`src/rtl/mem_port_arbiter.sv`:
```
// ---------------------------------------------------------------------------
// mem_port_arbiter
//   Round-robin arbiter that shares the memory's single write port and read
//   port 0 among NREQ requesters. One transaction is in flight at a time: the
//   winner's request is forwarded over the memory's level req/ack handshake,
//   and completion is reported back as a one-cycle c_ack pulse with read data
//   and an error flag. Every access is bounded by TIMEOUT cycles so a stalled
//   memory cannot hang a requester.
//
// Ports
//   clk, rst            clock (rising edge), asynchronous active-high reset
//   c_req / c_we        per-requester request level and write enable
//   c_addr / c_wdata    packed per-requester address / write data
//   c_ack               one-hot completion pulse (one cycle)
//   c_rdata / c_err     read data and error (permission or timeout), valid with c_ack
//   busy                high whenever a transaction is in progress
//   gnt_id              index of current / last granted requester
//   m_rreq/m_raddr/m_rdata/m_rack   memory read port handshake
//   m_wreq/m_waddr/m_wdata/m_wack   memory write port handshake
//   m_werr              memory write-protect error, sampled with m_wack
// ---------------------------------------------------------------------------
module mem_port_arbiter #(
    parameter int NREQ       = 3,
    parameter int ADDR_WIDTH = 16,
    parameter int DATA_WIDTH = 16,
    parameter int TIMEOUT    = 15
) (
    input  logic                          clk,
    input  logic                          rst,
    input  logic [NREQ-1:0]               c_req,
    input  logic [NREQ-1:0]               c_we,
    input  logic [NREQ*ADDR_WIDTH-1:0]    c_addr,
    input  logic [NREQ*DATA_WIDTH-1:0]    c_wdata,
    output logic [NREQ-1:0]               c_ack,
    output logic [DATA_WIDTH-1:0]         c_rdata,
    output logic                          c_err,
    output logic                          busy,
    output logic [$clog2(NREQ)-1:0]       gnt_id,
    output logic                          m_rreq,
    output logic [ADDR_WIDTH-1:0]         m_raddr,
    input  logic [DATA_WIDTH-1:0]         m_rdata,
    input  logic                          m_rack,
    output logic                          m_wreq,
    output logic [ADDR_WIDTH-1:0]         m_waddr,
    output logic [DATA_WIDTH-1:0]         m_wdata,
    input  logic                          m_wack,
    input  logic                          m_werr
);

    localparam int GW = $clog2(NREQ);
    localparam int TW = $clog2(TIMEOUT + 1);

    localparam logic [1:0] ST_IDLE  = 2'd0;
    localparam logic [1:0] ST_ISSUE = 2'd1;
    localparam logic [1:0] ST_DRAIN = 2'd2;

    // First set request bit searching ptr, ptr+1, ... wrapping at NREQ-1.
    function automatic logic [GW-1:0] rr_pick(input logic [NREQ-1:0] req,
                                              input logic [GW-1:0]   ptr);
        logic [GW-1:0] pick;
        logic [GW:0]   idx;
        logic          found;
        logic          hit;
        pick  = ptr;
        found = 1'b0;
        for (int k = 32'sd0; k < NREQ; k++) begin
            idx   = {1'b0, ptr} + (GW+1)'(k);
            idx   = (idx >= (GW+1)'(NREQ)) ? (idx - (GW+1)'(NREQ)) : idx;
            hit   = !found && req[idx[GW-1:0]];
            pick  = hit ? idx[GW-1:0] : pick;
            found = found | hit;
        end
        return pick;
    endfunction

    logic [1:0]            state_r,  state_s;
    logic [GW-1:0]         ptr_r,    ptr_s;
    logic [GW-1:0]         gnt_r,    gnt_s;
    logic [TW-1:0]         tcnt_r,   tcnt_s;
    logic                  we_r,     we_s;
    logic [NREQ-1:0]       ack_r,    ack_s;
    logic [DATA_WIDTH-1:0] rdata_r,  rdata_s;
    logic                  err_r,    err_s;
    logic                  busy_r,   busy_s;
    logic                  rreq_r,   rreq_s;
    logic                  wreq_r,   wreq_s;
    logic [ADDR_WIDTH-1:0] raddr_r,  raddr_s;
    logic [ADDR_WIDTH-1:0] waddr_r,  waddr_s;
    logic [DATA_WIDTH-1:0] wdata_r,  wdata_s;
    logic [GW-1:0]         pick_s;
    logic                  sel_ack_s;

    assign pick_s    = rr_pick(c_req, ptr_r);
    // Only the port actually used by the granted transaction is listened to.
    assign sel_ack_s = we_r ? m_wack : m_rack;

    // Next-state and next-output computation for the IDLE/ISSUE/DRAIN sequence.
    always_comb begin
        state_s = state_r;
        ptr_s   = ptr_r;
        gnt_s   = gnt_r;
        tcnt_s  = tcnt_r;
        we_s    = we_r;
        ack_s   = '0;
        rdata_s = rdata_r;
        err_s   = err_r;
        rreq_s  = rreq_r;
        wreq_s  = wreq_r;
        raddr_s = raddr_r;
        waddr_s = waddr_r;
        wdata_s = wdata_r;
        case (state_r)
            ST_IDLE: begin
                if (|c_req) begin
                    gnt_s  = pick_s;
                    we_s   = c_we[pick_s];
                    tcnt_s = '0;
                    if (c_we[pick_s]) begin
                        wreq_s  = 1'b1;
                        rreq_s  = 1'b0;
                        waddr_s = c_addr[pick_s*ADDR_WIDTH +: ADDR_WIDTH];
                        wdata_s = c_wdata[pick_s*DATA_WIDTH +: DATA_WIDTH];
                    end else begin
                        rreq_s  = 1'b1;
                        wreq_s  = 1'b0;
                        raddr_s = c_addr[pick_s*ADDR_WIDTH +: ADDR_WIDTH];
                    end
                    state_s = ST_ISSUE;
                end else begin
                    state_s = ST_IDLE;
                end
            end
            ST_ISSUE: begin
                if (sel_ack_s) begin
                    // A real ack beats a timeout landing on the same edge.
                    rreq_s        = 1'b0;
                    wreq_s        = 1'b0;
                    ack_s[gnt_r]  = 1'b1;
                    rdata_s       = we_r ? '0 : m_rdata;
                    err_s         = we_r ? m_werr : 1'b0;
                    state_s       = ST_DRAIN;
                end else if (tcnt_r == TW'(TIMEOUT - 1)) begin
                    rreq_s        = 1'b0;
                    wreq_s        = 1'b0;
                    ack_s[gnt_r]  = 1'b1;
                    rdata_s       = '0;
                    err_s         = 1'b1;
                    tcnt_s        = tcnt_r + 1'b1;
                    state_s       = ST_DRAIN;
                end else begin
                    tcnt_s        = tcnt_r + 1'b1;
                end
            end
            ST_DRAIN: begin
                // Wait for the memory to drop its ack so the next grant starts clean.
                if (!sel_ack_s) begin
                    ptr_s   = (gnt_r == GW'(NREQ - 1)) ? '0 : (gnt_r + 1'b1);
                    state_s = ST_IDLE;
                end else begin
                    state_s = ST_DRAIN;
                end
            end
            default: begin
                rreq_s  = 1'b0;
                wreq_s  = 1'b0;
                state_s = ST_IDLE;
            end
        endcase
        busy_s = (state_s != ST_IDLE);
    end

    // State and output registers; reset also drops the memory requests immediately.
    always_ff @(posedge clk or posedge rst) begin
        if (rst) begin
            state_r <= ST_IDLE;
            ptr_r   <= '0;
            gnt_r   <= '0;
            tcnt_r  <= '0;
            we_r    <= 1'b0;
            ack_r   <= '0;
            rdata_r <= '0;
            err_r   <= 1'b0;
            busy_r  <= 1'b0;
            rreq_r  <= 1'b0;
            wreq_r  <= 1'b0;
            raddr_r <= '0;
            waddr_r <= '0;
            wdata_r <= '0;
        end else begin
            state_r <= state_s;
            ptr_r   <= ptr_s;
            gnt_r   <= gnt_s;
            tcnt_r  <= tcnt_s;
            we_r    <= we_s;
            ack_r   <= ack_s;
            rdata_r <= rdata_s;
            err_r   <= err_s;
            busy_r  <= busy_s;
            rreq_r  <= rreq_s;
            wreq_r  <= wreq_s;
            raddr_r <= raddr_s;
            waddr_r <= waddr_s;
            wdata_r <= wdata_s;
        end
    end

    assign c_ack   = ack_r;
    assign c_rdata = rdata_r;
    assign c_err   = err_r;
    assign busy    = busy_r;
    assign gnt_id  = gnt_r;
    assign m_rreq  = rreq_r;
    assign m_raddr = raddr_r;
    assign m_wreq  = wreq_r;
    assign m_waddr = waddr_r;
    assign m_wdata = wdata_r;

endmodule

```
`config.mk`:
```
export PLATFORM = sky130hd
export DESIGN_NAME = mem_port_arbiter
export DESIGN_NICKNAME = d
export VERILOG_FILES = /design/src/rtl/mem_port_arbiter.sv
export SDC_FILE = /design/constraint.sdc
export NUM_CORES = 1
export LEC_CHECK = 0
export CORE_MARGIN = 2
export CORE_UTILIZATION = 45
export CTS_BUF_LIST = sky130_fd_sc_hd__clkbuf_16
export DETAILED_ROUTE_END_ITERATION = 8
export PLACE_DENSITY = 0.85
export SYNTH_ARGS = -nofsm -noshare
export SYNTH_HDL_FRONTEND = slang
export SYNTH_SLANG_ARGS = --single-unit
```
`constraint.sdc`:
```
create_clock -name clk -period 8.05 [get_ports clk]
set_input_delay 0.805 -clock clk [delete_from_list [all_inputs] [get_ports clk]]
set_output_delay 0.805 -clock clk [all_outputs]
set_load 0.01 [all_outputs]
```
==> flow_summary_export.csv <==
group,metric,value,unit
outcome,status,"finished clean",
power_and_ir_drop,intPower,1.77,mW
cts,clk_pin_slew,0.06,ns
power_and_ir_drop,switching_share,37.6,%
cts,cts_sinks,82,
detailed_routing,drt-total-wl,11.9,mm
sta,tightest_slew,1.22,ns
setup_path,critPathKind,"input port to flip-flop",
power_and_ir_drop,combPwrFrac,57.9,%
cts,cts-root-buf,"clkbuf_16",
synth,yosysUniqueCellTypes,43,
min_path,hp-start,"c_rdata[9]",
die,fp.dieW,102,microns
sta,slew_viol_final,0,
detailed_routing,viasPerCell,5.25,
place,placed_cells,677,
power_and_ir_drop,p_leak,2.88,nW
die,io-pin-count,196,
global_route,grt_pass1_wl,18.4,mm
global_route,antenna_found_initial,0,
power_and_ir_drop,p_total,2.83,mW
job,cap_violations,0,
setup_path,cp.arrival,4.35,ns
sta,fmax,0.241,GHz
setup_path,crit_required,8.26,ns
die,die-area,10400,sq um
die,die_y,102,microns
place,io_buffers,195,
sta,post-route-period-util,51.5,%
min_path,hold_path.class,"flip-flop to flip-flop",
cells_and_area,fin_nets,688,
cts,cts_buffers,9,
power_and_ir_drop,p_sw,1.06,mW
die,core,9280,sq um
power_and_ir_drop,p_clk_share,16.2,%
power_and_ir_drop,p_per_area,427,nW/um^2
sta,slew_headroom,18.6,%
detailed_routing,wl_per_cell,17.1,microns
global_route,gr-total-overflow,0,
cells_and_area,num_antenna_cells,0,
sta,finalClockSkew,0.00610,ns
cells_and_area,n_fill_cell,690,
power_and_ir_drop,peakVddDrop,220,uV
sta,tns,0,ns
cells_and_area,fin_cells,692,
detailed_routing,dr.pass1.iters,4,
global_route,track_usage,22.8,%
detailed_routing,vias,3632,
sta,hold_viol,0,
power_and_ir_drop,p_seq_share,25.9,%
synth,synth_nets,506,
synth,synth_area_per_cell,11.4,sq um
die,rows,35,
setup_path,endpoint_kind,"flip-flop",
cts,holdBufCountCts,0,
synth,synth_seq_cells,82,
cts,cts_max_level,3,
die,start_util,46.4,%
cells_and_area,drive_above_1_share,13.0,%
cts,cts_tree,"built",
synth,syn-cell-area,4310,sq um
sta,rsz0062_at_grt,"no",
detailed_routing,drcViolationCount,0,
setup_path,startpoint_type,"input port",
place,gp_congestion,0.815,
sta,min_period,4.15,ns
synth,ys_warn_count,0,
global_route,grt_pass1_vias,3601,
setup_path,r2r-start,"ptr_r[1]",
detailed_routing,first_iter_violations,56,
cts,cts_resized,0,
sta,finalSetupViolCount,0,
setup_path,crit_fanout,34,
cts,post-cts-setup-buffers,0,
place,dpl.hpwl,8.84,mm
synth,ys_seq_area_share,47.6,%
global_route,grt_max_degree,83,
setup_path,crit_start,"c_req[0]",
cts,clock_latency,0.33,ns
cells_and_area,syn_to_final_growth,53.9,%
detailed_routing,ant_nets,0,
synth,synthesis.instances,377,
cts,cts_buffer_depth,2,
## placed cells by master (no fill, tap or decap), types with 6 or more instances in the layout
cell type / instances
a21oi_1: 6
buf_4: 6
clkbuf_16: 9
clkdlybuf4s50_1: 195
dfrtp_1: 82
ha_1: 6
inv_1: 8
mux2_2: 38
mux2_4: 8
mux2i_1: 39
nand2_1: 48
nand3_1: 18
o2bb2ai_1: 32
## Yosys cell counts (all sizes together)
| cell type | n | area, sq um |
|---|---|---|
| o31ai | 4 | 43.8 |
| a21o | 2 | 15.0 |
| a21boi | 1 | 7.51 |
| a221o | 1 | 10.0 |
| o22a | 1 | 8.76 |
| o21ai | 4 | 31.3 |
| inv | 9 | 33.8 |
| a221oi | 1 | 15.0 |
| ha | 6 | 75.1 |
| dfrtp | 82 | 2050 |
| nand2 | 48 | 180 |
| nor3 | 5 | 25.0 |
| o221a | 1 | 11.3 |
| clkbuf | 11 | 41.3 |
| o32a | 1 | 10.0 |
| nand4 | 2 | 12.5 |
| a21oi | 6 | 30.0 |
| o22ai | 3 | 18.8 |
| nor2 | 4 | 15.0 |
| nor4b | 1 | 8.76 |
| o2bb2ai | 32 | 280 |
| nand3 | 18 | 90.1 |
| and3 | 2 | 12.5 |
| or3 | 1 | 6.26 |
| a31o | 2 | 17.5 |
| mux2i | 39 | 390 |
| nand3b | 3 | 22.5 |
| nor3b | 3 | 22.5 |
| buf | 19 | 130 |
| o21a | 3 | 22.5 |
| nand2b | 4 | 25.0 |
| nor2b | 6 | 37.5 |
| mux2 | 49 | 582 |
| or2 | 1 | 6.26 |
| o211ai | 1 | 7.51 |
| o41ai | 1 | 8.76 |
## critical path: stages
cell and delay (ns):
clkdlybuf4s50_1 0.56, mux2i_1 0.24, o21a_1 0.23, nand2_1 0.13
o21ai_4 0.13, buf_4 0.48, mux2i_1 0.24, o31ai_4 0.74
buf_4 0.39, mux2_2 0.37
## final timing paths
check	to	slack (ns)	cells past startpoint
hold / removal	c_rdata[9]	0.46	2
max in group asynchronous	m_wdata[4]	6.29	3
min in group asynchronous	m_waddr[6]	1.13	3
setup reg to reg	m_waddr[14]	4.03	11
setup / recovery	m_waddr[14]	3.90	10
hold reg to reg	c_rdata[9]	0.46	2
## flip-flops by register name (all words and copies together) (netlist names)
register / cells
c_rdata: 16
m_raddr: 16
m_waddr: 16
m_wdata: 16
tcnt_r: 4
c_ack: 3
gnt_id: 2
ptr_r: 2
state_r: 2
busy: 1
c_err: 1
m_rreq: 1
m_wreq: 1
we_r: 1
## stage by stage
stage	instance area [sq um]	hold WS [ns]	setup slack [ns]	util, %
2_1_floorplan	4310	0.473	5.14	-
3_3_place_gp	6300	0.448	3.65	67.8
3_5_place_dp	6300	0.456	3.53	67.8
4_1_cts	6630	0.469	3.87	71.4
5_1_grt	6630	0.491	3.64	71.4
6_report	6630	0.465	3.90	71.4
## power groups by stage
stage	Clock [mW]	Combinational (mW)	Sequential, mW
2_1_floorplan	0	0.978	0.798
3_3_place_gp	0	1.61	0.730
5_1_grt	0.483	1.78	0.759
6_report	0.458	1.64	0.734
4_1_cts	0.465	1.66	0.734
3_5_place_dp	0	1.66	0.737
## final cells by class
cell class	instances	area (sq um)	share of cell area, %
clock buffer	9	225	3.40
clock inverter	6	106	1.60
inverter	9	35.0	0.529
multi-input combinational	256	2050	31.0
sequential	82	2050	31.0
tap	129	161	2.43
timing repair buffer	201	2000	30.1
## cell families (layout without fill, tap and decap cells)
| logic type | after synthesis | count (layout) | synth area share, % |
|---|---|---|---|
| adder cells (fa/ha/maj) | 6 | 6 | 1.74 |
| multiplexers | 88 | 88 | 22.6 |
| AND/OR/NAND/NOR | 98 | 98 | 10.8 |
| buffers and inverters | 39 | 225 | 4.76 |
| AO/OA/AOI/OAI | 64 | 64 | 12.5 |
| flip-flops | 82 | 82 | 47.6 |
## metal layers
layer | wire, microns | global-route usage [%] | vias to the layer above
li1 | - | - | 1727
met1 | 4740 | 28.3 | 1748
met2 | 5780 | 38.4 | 140
met3 | 1150 | 7.66 | 17
met4 | 183 | 6.56 | 0
met5 | 0 | 0 | -
Power figures use the tool's default switching activity.
